### src/rtl/cia_serial_port_pkg.sv
// rtl/cia_serial_port_pkg.sv - shared CIA serial port types and constants
package cia_serial_port_pkg;

  // Output-mode shifter states
  typedef enum logic {
    SP_IDLE  = 1'b0,
    SP_SHIFT = 1'b1
  } sp_state_t;

  localparam int BITCNT_W = 3;

  // SDR sits at this offset in the CIA register map
  localparam logic [3:0] SDR_OFFSET = 4'hC;

  // Append one serial bit at the LSB end (MSB-first reception)
  function automatic logic [7:0] shift_in(input logic [7:0] cur, input logic bit_in);
    return {cur[6:0], bit_in};
  endfunction

endpackage

### src/rtl/cia_serial_port_if.sv
// rtl/cia_serial_port_if.sv - CPU bus view of the serial data register
interface cia_serial_port_if;
  logic       wr;
  logic       sdr;
  logic [7:0] data_in;
  logic [7:0] data_out;

  modport master (output wr, output sdr, output data_in, input data_out);
  modport slave  (input wr, input sdr, input data_in, output data_out);
endinterface

### src/rtl/cia_serial_port_sync_edge.sv
// rtl/cia_serial_port_sync_edge.sv - CNT synchroniser with rising-edge detect
module cia_sync_edge #(
  parameter int SYNC_STAGES = 2
) (
  input  logic clk,
  input  logic reset_n,
  input  logic clk7_en,
  input  logic d,
  input  logic prime,
  output logic q,
  output logic rise
);

  logic [SYNC_STAGES-1:0] sync_q;
  logic                   prev_q;

  // Synchroniser chain and previous-value flop; lines idle high so reset to 1
  always_ff @(posedge clk) begin
    if (clk7_en) begin
      if (!reset_n) begin
        sync_q <= '1;
        prev_q <= 1'b1;
      end else begin
        sync_q <= {sync_q[SYNC_STAGES-2:0], d};
        prev_q <= q;
      end
    end
  end

  assign q = sync_q[SYNC_STAGES-1];
  // A rise seen in the period of a mode change is discarded, so a new mode starts clean
  assign rise = q & ~prev_q & ~prime;

endmodule

### src/rtl/cia_serial_port.sv
// rtl/cia_serial_port.sv - CIA 8520 serial data register and shift logic
module cia_serial_port
  import cia_serial_port_pkg::*;
#(
  parameter int SYNC_STAGES = 2,
  parameter int BITS        = 8
) (
  input  logic                clk,
  input  logic                reset_n,
  input  logic                clk7_en,
  cia_serial_port_if.slave    bus,
  input  logic                spmode,
  input  logic                tmra_ovf,
  input  logic                sp_in,
  input  logic                cnt_in,
  output logic                sp_out,
  output logic                cnt_out,
  output logic                sp_oe,
  output logic                irq
);

  localparam logic [BITCNT_W-1:0] LAST_BIT = BITCNT_W'(BITS - 1);

  sp_state_t             state_q, state_d;
  logic [7:0]            sdr_q, sdr_d;
  logic [7:0]            shreg_q, shreg_d;
  logic [BITCNT_W-1:0]   bitcnt_q, bitcnt_d;
  logic                  pending_q, pending_d;
  logic                  sp_out_q, sp_out_d;
  logic                  cnt_out_q, cnt_out_d;
  logic                  irq_q, irq_d;
  logic                  spmode_q;
  logic [SYNC_STAGES-1:0] sp_sync_q;

  logic       sp_sync;
  logic       cnt_sync;
  logic       cnt_rise;
  logic       mode_chg;
  logic       wr_sdr;
  logic [7:0] reload;
  logic [7:0] rx_byte;

  assign mode_chg = spmode ^ spmode_q;
  assign wr_sdr   = bus.wr & bus.sdr;
  assign sp_sync  = sp_sync_q[SYNC_STAGES-1];

  cia_sync_edge #(.SYNC_STAGES(SYNC_STAGES)) u_cnt_sync (
    .clk     (clk),
    .reset_n (reset_n),
    .clk7_en (clk7_en),
    .d       (cnt_in),
    .prime   (mode_chg),
    .q       (cnt_sync),
    .rise    (cnt_rise)
  );

  // SP data line only needs synchronising; it is sampled on CNT rises
  always_ff @(posedge clk) begin
    if (clk7_en) begin
      if (!reset_n) sp_sync_q <= '1;
      else          sp_sync_q <= {sp_sync_q[SYNC_STAGES-2:0], sp_in};
    end
  end

  // Next-state for the SDR, shifter, bit counter and output FSM
  always_comb begin
    state_d   = state_q;
    sdr_d     = sdr_q;
    shreg_d   = shreg_q;
    bitcnt_d  = bitcnt_q;
    pending_d = pending_q;
    sp_out_d  = sp_out_q;
    cnt_out_d = cnt_out_q;
    irq_d     = 1'b0;
    reload    = wr_sdr ? bus.data_in : sdr_q;
    rx_byte   = shift_in(shreg_q, sp_sync);

    if (mode_chg) begin
      if (wr_sdr) sdr_d = bus.data_in;
      state_d   = SP_IDLE;
      bitcnt_d  = '0;
      cnt_out_d = 1'b1;
      pending_d = 1'b0;
      if (!spmode) sp_out_d = 1'b1;
    end else if (spmode) begin
      if (wr_sdr) begin
        sdr_d     = bus.data_in;
        pending_d = 1'b1;
      end
      case (state_q)
        SP_IDLE: begin
          if (pending_d) begin
            shreg_d   = reload;
            pending_d = 1'b0;
            bitcnt_d  = '0;
            cnt_out_d = 1'b1;
            state_d   = SP_SHIFT;
          end
        end
        SP_SHIFT: begin
          if (tmra_ovf) begin
            if (cnt_out_q) begin
              // Falling CNT: present the next bit, MSB first
              cnt_out_d = 1'b0;
              sp_out_d  = shreg_q[7];
              shreg_d   = {shreg_q[6:0], 1'b0};
            end else begin
              // Rising CNT: the receiver samples here
              cnt_out_d = 1'b1;
              if (bitcnt_q == LAST_BIT) begin
                irq_d    = 1'b1;
                bitcnt_d = '0;
                if (pending_d) begin
                  shreg_d   = reload;
                  pending_d = 1'b0;
                end else begin
                  state_d = SP_IDLE;
                end
              end else begin
                bitcnt_d = bitcnt_q + BITCNT_W'(1);
              end
            end
          end
        end
        default: state_d = SP_IDLE;
      endcase
    end else begin
      if (wr_sdr) begin
        sdr_d     = bus.data_in;
        pending_d = 1'b0;
      end
      state_d   = SP_IDLE;
      cnt_out_d = 1'b1;
      sp_out_d  = 1'b1;
      if (cnt_rise) begin
        shreg_d = rx_byte;
        if (bitcnt_q == LAST_BIT) begin
          // A received byte overrides a bus write in the same period
          sdr_d    = rx_byte;
          irq_d    = 1'b1;
          bitcnt_d = '0;
        end else begin
          bitcnt_d = bitcnt_q + BITCNT_W'(1);
        end
      end
    end
  end

  // State register; nothing moves unless clk7_en is high
  always_ff @(posedge clk) begin
    if (clk7_en) begin
      spmode_q <= spmode;
      if (!reset_n) begin
        state_q   <= SP_IDLE;
        sdr_q     <= '0;
        shreg_q   <= '0;
        bitcnt_q  <= '0;
        pending_q <= 1'b0;
        sp_out_q  <= 1'b1;
        cnt_out_q <= 1'b1;
        irq_q     <= 1'b0;
      end else begin
        state_q   <= state_d;
        sdr_q     <= sdr_d;
        shreg_q   <= shreg_d;
        bitcnt_q  <= bitcnt_d;
        pending_q <= pending_d;
        sp_out_q  <= sp_out_d;
        cnt_out_q <= cnt_out_d;
        irq_q     <= irq_d;
      end
    end
  end

  assign bus.data_out = (~bus.wr & bus.sdr) ? sdr_q : 8'h00;
  assign sp_out       = sp_out_q;
  assign cnt_out      = cnt_out_q;
  assign sp_oe        = spmode;
  assign irq          = irq_q;

endmodule

### src/flat_wrapper.sv
// flat-port wrapper written by rule: the top's interface ports become plain ports
module cia_serial_port_flat import cia_serial_port_pkg::*;
#(
  parameter int SYNC_STAGES = 2,
  parameter int BITS        = 8
)
  (clk, reset_n, clk7_en, spmode, tmra_ovf, sp_in, cnt_in, sp_out, cnt_out, sp_oe, irq, bus_wr, bus_sdr, bus_data_in, bus_data_out);
  cia_serial_port_if bus_i ();
  input  logic clk;
  input  logic reset_n;
  input  logic clk7_en;
  input  logic spmode;
  input  logic tmra_ovf;
  input  logic sp_in;
  input  logic cnt_in;
  output logic sp_out;
  output logic cnt_out;
  output logic sp_oe;
  output logic irq;
  input wire logic [$bits(bus_i.wr)-1:0] bus_wr;
  input wire logic [$bits(bus_i.sdr)-1:0] bus_sdr;
  input wire logic [$bits(bus_i.data_in)-1:0] bus_data_in;
  output wire logic [$bits(bus_i.data_out)-1:0] bus_data_out;
  assign bus_i.wr = bus_wr;
  assign bus_i.sdr = bus_sdr;
  assign bus_i.data_in = bus_data_in;
  assign bus_data_out = bus_i.data_out;
  cia_serial_port #(.SYNC_STAGES(SYNC_STAGES), .BITS(BITS)) u_core (.clk(clk), .reset_n(reset_n), .clk7_en(clk7_en), .bus(bus_i), .spmode(spmode), .tmra_ovf(tmra_ovf), .sp_in(sp_in), .cnt_in(cnt_in), .sp_out(sp_out), .cnt_out(cnt_out), .sp_oe(sp_oe), .irq(irq));
endmodule
### config.mk
export PLATFORM = sky130hd
export DESIGN_NAME = cia_serial_port_flat
export DESIGN_NICKNAME = d
export VERILOG_FILES = /design/src/rtl/cia_serial_port_pkg.sv /design/src/rtl/cia_serial_port_if.sv /design/src/rtl/cia_serial_port_sync_edge.sv /design/src/rtl/cia_serial_port.sv /design/src/flat_wrapper.sv
export SDC_FILE = /design/constraint.sdc
export NUM_CORES = 1
export LEC_CHECK = 0
export CORE_MARGIN = 3
export CORE_UTILIZATION = 35
export DETAILED_ROUTE_END_ITERATION = 6
export GPL_ROUTABILITY_DRIVEN = 0
export PLACE_DENSITY = 0.61
export SYNTH_ARGS = -nofsm -noshare
export SYNTH_HDL_FRONTEND = slang
export SYNTH_SLANG_ARGS = --single-unit
### constraint.sdc
create_clock -name clk -period 2.2 [get_ports clk]
set_input_delay 0.33 -clock clk [delete_from_list [all_inputs] [get_ports clk]]
set_output_delay 0.33 -clock clk [all_outputs]
set_load 0.05 [all_outputs]
Word level (Yosys, flattened, before mapping)
Index checks and enable logic that the tools add are counted.
{"block": "totals", "register_bits": 30, "inputBits": 17, "out_inout_bits": 12, "word_cells": 96}
{"block": "op_classes", "n_addsub": 1, "eq_ne": 14, "n_mux": 51, "bitwise_logic": 11, "n_reduce_logical": 7}
{"op": "8-bit 2-to-1 mux", "n": 13}
{"op": "1-bit 2-to-1 mux", "n": 27}
{"op": "3-bit 2-to-1 mux", "n": 6}
{"op": "8-bit case mux with 2 select lines", "n": 1}
{"op": "5-bit inequality test, second input constant", "n": 3}
{"op": "5-bit AND reduction", "n": 3}
{"op": "3-bit by 2-bit inequality test with 1-bit output, second input constant", "n": 3}
{"op": "4-bit by 1-bit inequality test with 1-bit output, second input constant", "n": 2}
{"op": "1-bit inverter", "n": 6}
{"op": "1-bit case mux with 2 select lines", "n": 3}
{"op": "3-bit case mux with 2 select lines", "n": 1}
{"op": "5-bit by 4-bit inequality test with 1-bit output, second input constant", "n": 1}
{"op": "1-bit bitwise AND", "n": 4}
{"op": "4-bit inequality test, second input constant", "n": 1}
{"op": "3-bit by 1-bit adder with 3-bit output, second input constant", "n": 1}
{"op": "3-bit equality test, second input constant", "n": 1}
{"op": "3-bit by 1-bit inequality test with 1-bit output, second input constant", "n": 1}
{"op": "3-bit inequality test, second input constant", "n": 1}
{"op": "3-bit AND reduction", "n": 1}
{"op": "3-bit OR reduction", "n": 1}
{"op": "2-bit inequality test, second input constant", "n": 1}
{"op": "2-bit AND reduction", "n": 1}
{"op": "2-bit OR reduction", "n": 1}
{"op": "1-bit XOR", "n": 1}

Longest topological paths before layout
Gate-level depths: netlist (run 1).
{"block": "depth", "depth_word": 11, "mapped_depth": 6, "mapped_depth_nobuf": 5}

By module
Synthesis (run 1) repeated with hierarchy kept, for this count alone.
{"block": "unflattened", "cells_unflattened": 154, "hier_area_um2": 1806.7}
{"mod": "cia_serial_port", "instances": 1, "cells_each": 147, "area_per_inst_um2": 1685.4}
{"mod": "cia_sync_edge", "instances": 1, "cells_each": 7, "area_per_inst_um2": 121.4}

Least setup slack after synthesis (run 1)
OpenSTA, ideal clock, no wires.
{"block": "synth_path", "path_kind": "flip-flop to flip-flop", "startpoint": "register u_core.spmode_q", "endpoint": "register u_core.shreg_q[0] (enable)", "setup_time_ns": 0.378, "t_arrival_ns": 1.641, "slack_ns": 0.181, "stages_incl_launch_ff": 4, "cell_sequence": "edfxtp_1 > or4b_4 > buf_6 > a31oi_1"}
{"block": "synth_via", "elab_chain_len": 5, "elab_cells_between_ends": 6, "cone_classes": "2 x eq/ne; 3 x bitwise; 1 x reduce/logical"}
{"item": "from (decl)", "line": "cia_serial_port.sv:32", "text": "logic spmode_q;"}
{"item": "from (signal assigned)", "line": "cia_serial_port.sv:152", "text": "spmode_q <= spmode;"}
{"item": "1-bit XOR (*)", "line": "cia_serial_port.sv:43", "text": "assign mode_chg = spmode ^ spmode_q;"}
{"item": "1-bit inverter", "line": "cia_serial_port_sync_edge.sv:32", "text": "assign rise = q & ~prev_q & ~prime;"}
{"item": "1-bit bitwise AND", "line": "cia_serial_port_sync_edge.sv:32"}
{"item": "3-bit by 1-bit inequality test with 1-bit output (no source line)"}
{"item": "5-bit AND reduction (no source line) (*)"}
{"item": "to (signal assigned)", "line": "cia_serial_port.sv:165", "text": "shreg_q <= shreg_d;"}
{"item": "to (decl)", "line": "cia_serial_port.sv:26", "text": "logic [7:0] shreg_q, shreg_d;"}
Mark *: on every way between the ends. The rest lies on a longest branch, timed or not.
A chain may end at the register's enable or synchronous reset.

Final worst setup path (run 1)
{"block": "layout_path", "startpoint": "register u_core.cnt_out_q (netlist: u_core.cnt_out)", "endpoint": "output port cnt_out"}
{"item": "from (decl)", "line": "cia_serial_port.sv:30", "text": "logic cnt_out_q, cnt_out_d;"}
{"item": "from (signal assigned)", "line": "cia_serial_port.sv:169", "text": "cnt_out_q <= cnt_out_d;"}
{"item": "to (decl)", "line": "flat_wrapper.sv:17", "text": "output logic cnt_out;"}
No word-level cell between the ends.

==> results of run 1 <==
## final cells by class
cell class	count	area share
clock buffer	5	0.02981
clock inverter	1	0.001626
tap	67	0.03631
timing repair buffer	37	0.1897
multi-input combinational	112	0.3507
inverter	1	0.001626
sequential	30	0.3902
## worst paths after layout
check                                               to  slack [ns]  cells after the start
max                                            cnt_out        0.35                      1
min          u_core.u_cnt_sync.sync_q[1]$_SDFFCE_PN1P_        0.51                      1
max reg2reg            u_core.shreg_q[0]$_SDFFCE_PN0P_        0.50                      3
min reg2reg  u_core.u_cnt_sync.sync_q[1]$_SDFFCE_PN1P_        0.51                      1
## cell families after synthesis
family | Yosys count
multiplexers | 24
buffers and inverters | 10
AO/OA/AOI/OAI | 38
AND/OR/NAND/NOR | 48
flip-flops | 30
adder cells (fa/ha/maj) | 2
## report_power, final
part / internal [uW] / switching [uW] / total (uW)
Sequential: 674 / 26.2 / 700
Combinational: 123 / 119 / 241
Clock: 206 / 190 / 396
Total: 1000 / 335 / 1340
## per-stage QoR
| step | area (um2) | instances | setup slack, ns | utilization | hold WS [ns] |
|---|---|---|---|---|---|
| after CTS | 2308 | 253 | 0.3395 | 0.4824 | 0.5220 |
| after global placement | 2236 | 247 | 0.2412 | 0.4672 | 0.4913 |
| after detailed placement | 2236 | 247 | 0.1766 | 0.4672 | 0.5021 |
| final | 2308 | 253 | 0.3484 | 0.4824 | 0.5139 |
| after floorplan | 1767 | 152 | 0.1814 | - | 0.4289 |
| after global routing | 2308 | 253 | 0.2938 | 0.4824 | 0.5381 |
## state kept, by name, indices dropped and copies added (netlist names)
name,count
u_core.sp_out,1
u_core.u_cnt_sync.prev_q,1
u_core.state_q,1
u_core.irq,1
u_core.spmode_q,1
u_core.u_cnt_sync.sync_q,2
u_core.shreg_q,8
u_core.bitcnt_q,3
u_core.cnt_out,1
u_core.sdr_q,8
u_core.pending_q,1
u_core.sp_sync_q,2
## synthesized netlist by cell type
library cell / n
buf_2: 3
a211o_1: 1
nand2b_1: 15
nor3_1: 1
inv_1: 1
o2bb2ai_1: 7
nor2_1: 3
nor2b_1: 1
buf_4: 2
and3_1: 3
o21a_1: 1
nand4b_1: 1
nand3_1: 4
nand3b_1: 2
o22ai_1: 1
nand4b_2: 1
edfxtp_1: 30
or4b_4: 1
o21ai_1: 8
or2_2: 3
nand2_1: 3
clkbuf_1: 3
ha_1: 2
buf_6: 1
a21oi_1: 11
nand4_1: 1
and2_1: 8
a21boi_1: 1
mux2_2: 8
a21boi_0: 1
nand2_2: 1
mux2i_1: 16
a31oi_1: 4
o21ai_0: 3
## layer usage
layer  up-vias  GRT usage  share of wire
li1        645          -              -
met1       617     0.1809           0.47
met2        29     0.2143           0.48
met3         4    0.03991          0.047
met4         0    0.03737         0.0066
met5         -          0              0
==> flow_metrics.tcl, run 1 <==
set metrics [dict create \
    status "completed" \
    syn_area_per_cell_um2 11.62 \
    vias_per_cell 5.119 \
    cts_tree "built" \
    drt_pass1_iterations 4 \
    synth_seq_cells 30 \
    core_um2 4786 \
    critical-path-top-delay-family "buffers and inverters" \
    p_per_area_nw_per_um2 579.4 \
    seq_area_um2 900.9 \
    cp.arrival_ns 1.52 \
    yosys.area.top_type_share 0.5099 \
    post-route-drc-count 0 \
    clock_latency_ns 0.28 \
    cts_buffers 5 \
    worstMarginPinSlew_ns 0.5860 \
    synthAdderAreaFrac 0.01416 \
    cp.buffers_inverters 1 \
    synth_seq_area_share 0.5099 \
    critical_path_class "reg2out" \
    syn2layout_area_growth_pct 30.67 \
    vias 1295 \
    period_minus_slack_ns 1.852 \
    ys_types 34 \
    relSlewSlack 0.6085 \
    grt_pass1_wl_mm 6.396 \
    required_ns 1.87 \
    skew_ns 0.008230 \
    nets 206 \
    setup_tns_ns 0 \
    p_leak_uw 0.0008728 \
    syn-num-nets 171 \
    grt_pass1_vias 1299 \
    io_pins 29 \
    slew_violations 0 \
    totalPowerFinal_uw 1337 \
    synth-simple-area-share 0.1700 \
    synth-xor-area-share 0 \
    drt-total-wl_mm 3.773 \
    cts_resized 0 \
    grt_start_max_net_pins 18 \
    cts_root_buf "clkbuf_8" \
    clock_sinks 30 \
    crit_path_end_kind "primary output" \
    antenna_cells 0 \
    multi_input_area_um2 809.5 \
    fp.dieH_um 77.05 \
    crit_path_max_incr_delay_ns 0.83 \
    max_freq_mhz 540.1 \
    h-tree-depth 2 \
    dp_hpwl_mm 2.825 \
    drt_iter0_drc 44 \
    synth_area_leaders "edfxtp_1, mux2i_1, nand2b_1" \
    setup-violations-final 0 \
    synth_area_um2 1767 \
    postRouteAntennaNets 0 \
    layout_common_cells "edfxtp_1, clkdlybuf4s50_1, mux2i_1, nand2b_1, a21oi_1" \
    fin_crit_sh 0.8417 \
    path_clk_slew_ns 0.06 \
    final.fill_count 442 \
    clockBufferDepth 2 \
    portBuffers 28 \
    final_common_cell "edfxtp_1" \
    start_kind "flop" \
    finalHoldViolCount 0 \
    synth_top_family_by_area "simple AND/OR/NAND/NOR gates" \
    ir_drop_mv 0.3100 \
    yosysWarnings 0 \
    hp-start "u_core.u_cnt_sync.sync_q[0]$_SDFFCE_PN1P_" \
    postCtsHoldBufs 0 \
    muxShareOfSynthArea 0.1416 \
    row_count 25 \
    wl_per_cell_um 14.91 \
    r2r_start "u_core.spmode_q$_DFFE_PP_" \
    cp_cell_sequence "clkdlybuf4s50_1" \
    synth_compound_area_frac 0.1324 \
    maxCapViolCount 0 \
    rsz0062_at_grt "no" \
    initial_core_util 0.3692 \
    gr-total-overflow 0 \
    die-area_um2 5936 \
    cpMaxStageDelayCell "clkdlybuf4s50_1" \
    worstPathMaxFanout 6 \
    hp-class "reg2reg" \
    synthCells 152 \
    die_w_um 77.05 \
    synth_area_leader_cell "edfxtp_1" \
    crit_start "u_core.cnt_out$_SDFFCE_PP1P_" \
    antenna_found_initial 0 \
    post_cts_buffers 0 \
    drive_gt1_frac 0.1989 \
    grt_usage 0.1355 \
]
Power figures use the tool's default switching activity.
==> run 2, diff against run 1 <==
Settings changed: PLACE_DENSITY 0.61 to 0.63.
Clock period 2.2 ns to 1.5 ns, I/O delays scaled along.
==> flow_metrics.tcl, run 2 (synthesis gave the netlist of run 1 again) <==
set metrics [dict create \
    vias_per_cell 5.132 \
    dp.cells 262 \
    hp-class "reg2reg" \
    required_ns 1.50 \
    dp_hpwl_mm 3.039 \
    clock_latency_ns 0.28 \
    fp.dieH_um 77.05 \
    p_leak_uw 0.001006 \
    ir_drop_mv 0.4874 \
    drive_gt1_frac 0.3641 \
    max_freq_mhz 644.6 \
    clockBufferDepth 2 \
    cts_tree "built" \
    post-route-drc-count 0 \
    core_um2 4786 \
    worstMarginPinSlew_ns 0.5744 \
    gr-total-overflow 0 \
    fin_crit_sh 1.034 \
    cp.arrival_ns 1.55 \
    violations "setup timing" \
    clock_sinks 30 \
    start_kind "flop" \
    cts_buffers 5 \
    whs_ns 0.5131 \
    wl_per_cell_um 15.67 \
    setup-violations-final 16 \
    grt_start_max_net_pins 18 \
    grt_pass1_vias 1447 \
    initial_core_util 0.3692 \
    grt_pass1_wl_mm 6.955 \
    rsz0062_at_grt "yes" \
    drt_iter0_drc 44 \
    status "complete, but fails checks" \
    vias 1401 \
    postCtsHoldBufs 0 \
    setup_tns_ns -0.6386 \
    nets 224 \
    maxCapViolCount 0 \
    die-area_um2 5936 \
    post-place-ws_ns -0.4004 \
    cts_root_buf "clkbuf_8" \
    skew_ns 0.008040 \
    fin_cells 273 \
    path_clk_slew_ns 0.07 \
    final_area_um2 2584 \
    finalHoldViolCount 0 \
    row_count 25 \
    placed_cell_area_um2 2381 \
    drt_pass1_iterations 4 \
    slew_violations 0 \
    period_minus_slack_ns 1.551 \
    rrSetupSlack_ns -0.05 \
    fin_ws_ns -0.05145 \
    h-tree-depth 2 \
    drt-total-wl_mm 4.278 \
    relSlewSlack 0.6163 \
    critical_path_class "reg2reg" \
    final_common_cell "edfxtp_1" \
    crit_path_end_kind "flop" \
    die_w_um 77.05 \
    grt_usage 0.1494 \
    layout_common_cells "edfxtp_1, buf_4, mux2i_1, nand2b_1, clkdlybuf4s50_1" \
    antenna_cells 0 \
    reg.largest.list "u_core.sdr_q (8), u_core.shreg_q (8), u_core.bitcnt_q (3)" \
    syn2layout_area_growth_pct 46.25 \
    io_pins 29 \
    postRouteAntennaNets 0 \
    antenna_found_initial 0 \
    p_per_area_nw_per_um2 805.2 \
    worstPathMaxFanout 8 \
    portBuffers 28 \
]
-- run 2: worst max-delay path, cell delays in order, from the launching register on --
cell	delay, ns
edfxtp_1	0.39
or4b_4	0.57
a31oi_4	0.18
buf_12	0.14
-- run 2: area by class of cell --
cell class                      instances  area (um2)
Fill cell                             394        2202
Sequential cell                        30       900.9
Tap cell                               67       83.83
Inverter                                1       3.754
Multi-Input combinational cell        112       902.1
Clock buffer                            5       68.82
Clock inverter                          3       16.27
Timing Repair Buffer                   55       608.1
-- run 2: power breakdown --
group	switching [uW]	total (uW)	internal (uW)
sequential	32.6	1020	988
combinational	210	435	225
clock	308	625	317
total	550	2080	1530
-- run 2: what timing repair did --
item / in CTS / in global routing
pin swaps: 9 / 2
gates resized for setup: 16 / 8
setup endpoints to repair: 26 / 23
buffers inserted: 3 / 0
-- run 2: layer usage --
metal | part of all wire | wire length [um] | global-route usage | vias to the layer above
li1 | - | - | - | 686
met1 | 0.44 | 1877 | 0.1741 | 679
met2 | 0.50 | 2155 | 0.2578 | 28
met3 | 0.036 | 156 | 0.03756 | 8
met4 | 0.021 | 88 | 0.06762 | 0
met5 | 0 | 0 | 0 | -
-- run 2: worst paths after layout --
kind	start	end	cells past startpoint
worst max-delay path	u_core.u_cnt_sync.prev_q$_SDFFCE_PN1P_	u_core.shreg_q[0]$_SDFFCE_PN0P_	3
worst min-delay path	u_core.u_cnt_sync.sync_q[0]$_SDFFCE_PN1P_	u_core.u_cnt_sync.sync_q[1]$_SDFFCE_PN1P_	1
worst max register to register	u_core.u_cnt_sync.prev_q$_SDFFCE_PN1P_	u_core.shreg_q[0]$_SDFFCE_PN0P_	3
worst min register to register	u_core.u_cnt_sync.sync_q[0]$_SDFFCE_PN1P_	u_core.u_cnt_sync.sync_q[1]$_SDFFCE_PN1P_	1
-- run 2: per-stage QoR --
stage          utilization  total power, uW
3_3_place_gp        0.4975             1431
6_report            0.5399             2080
2_1_floorplan            -             1245
4_1_cts             0.5331             2093
5_1_grt             0.5399             2182
3_5_place_dp        0.4975             1442
==> run 3, diff against run 2 <==
Settings changed: TNS_END_PERCENT from default to 100.
==> results of run 3 <==
Final layout, timing and power as in run 2 (identical DEF).
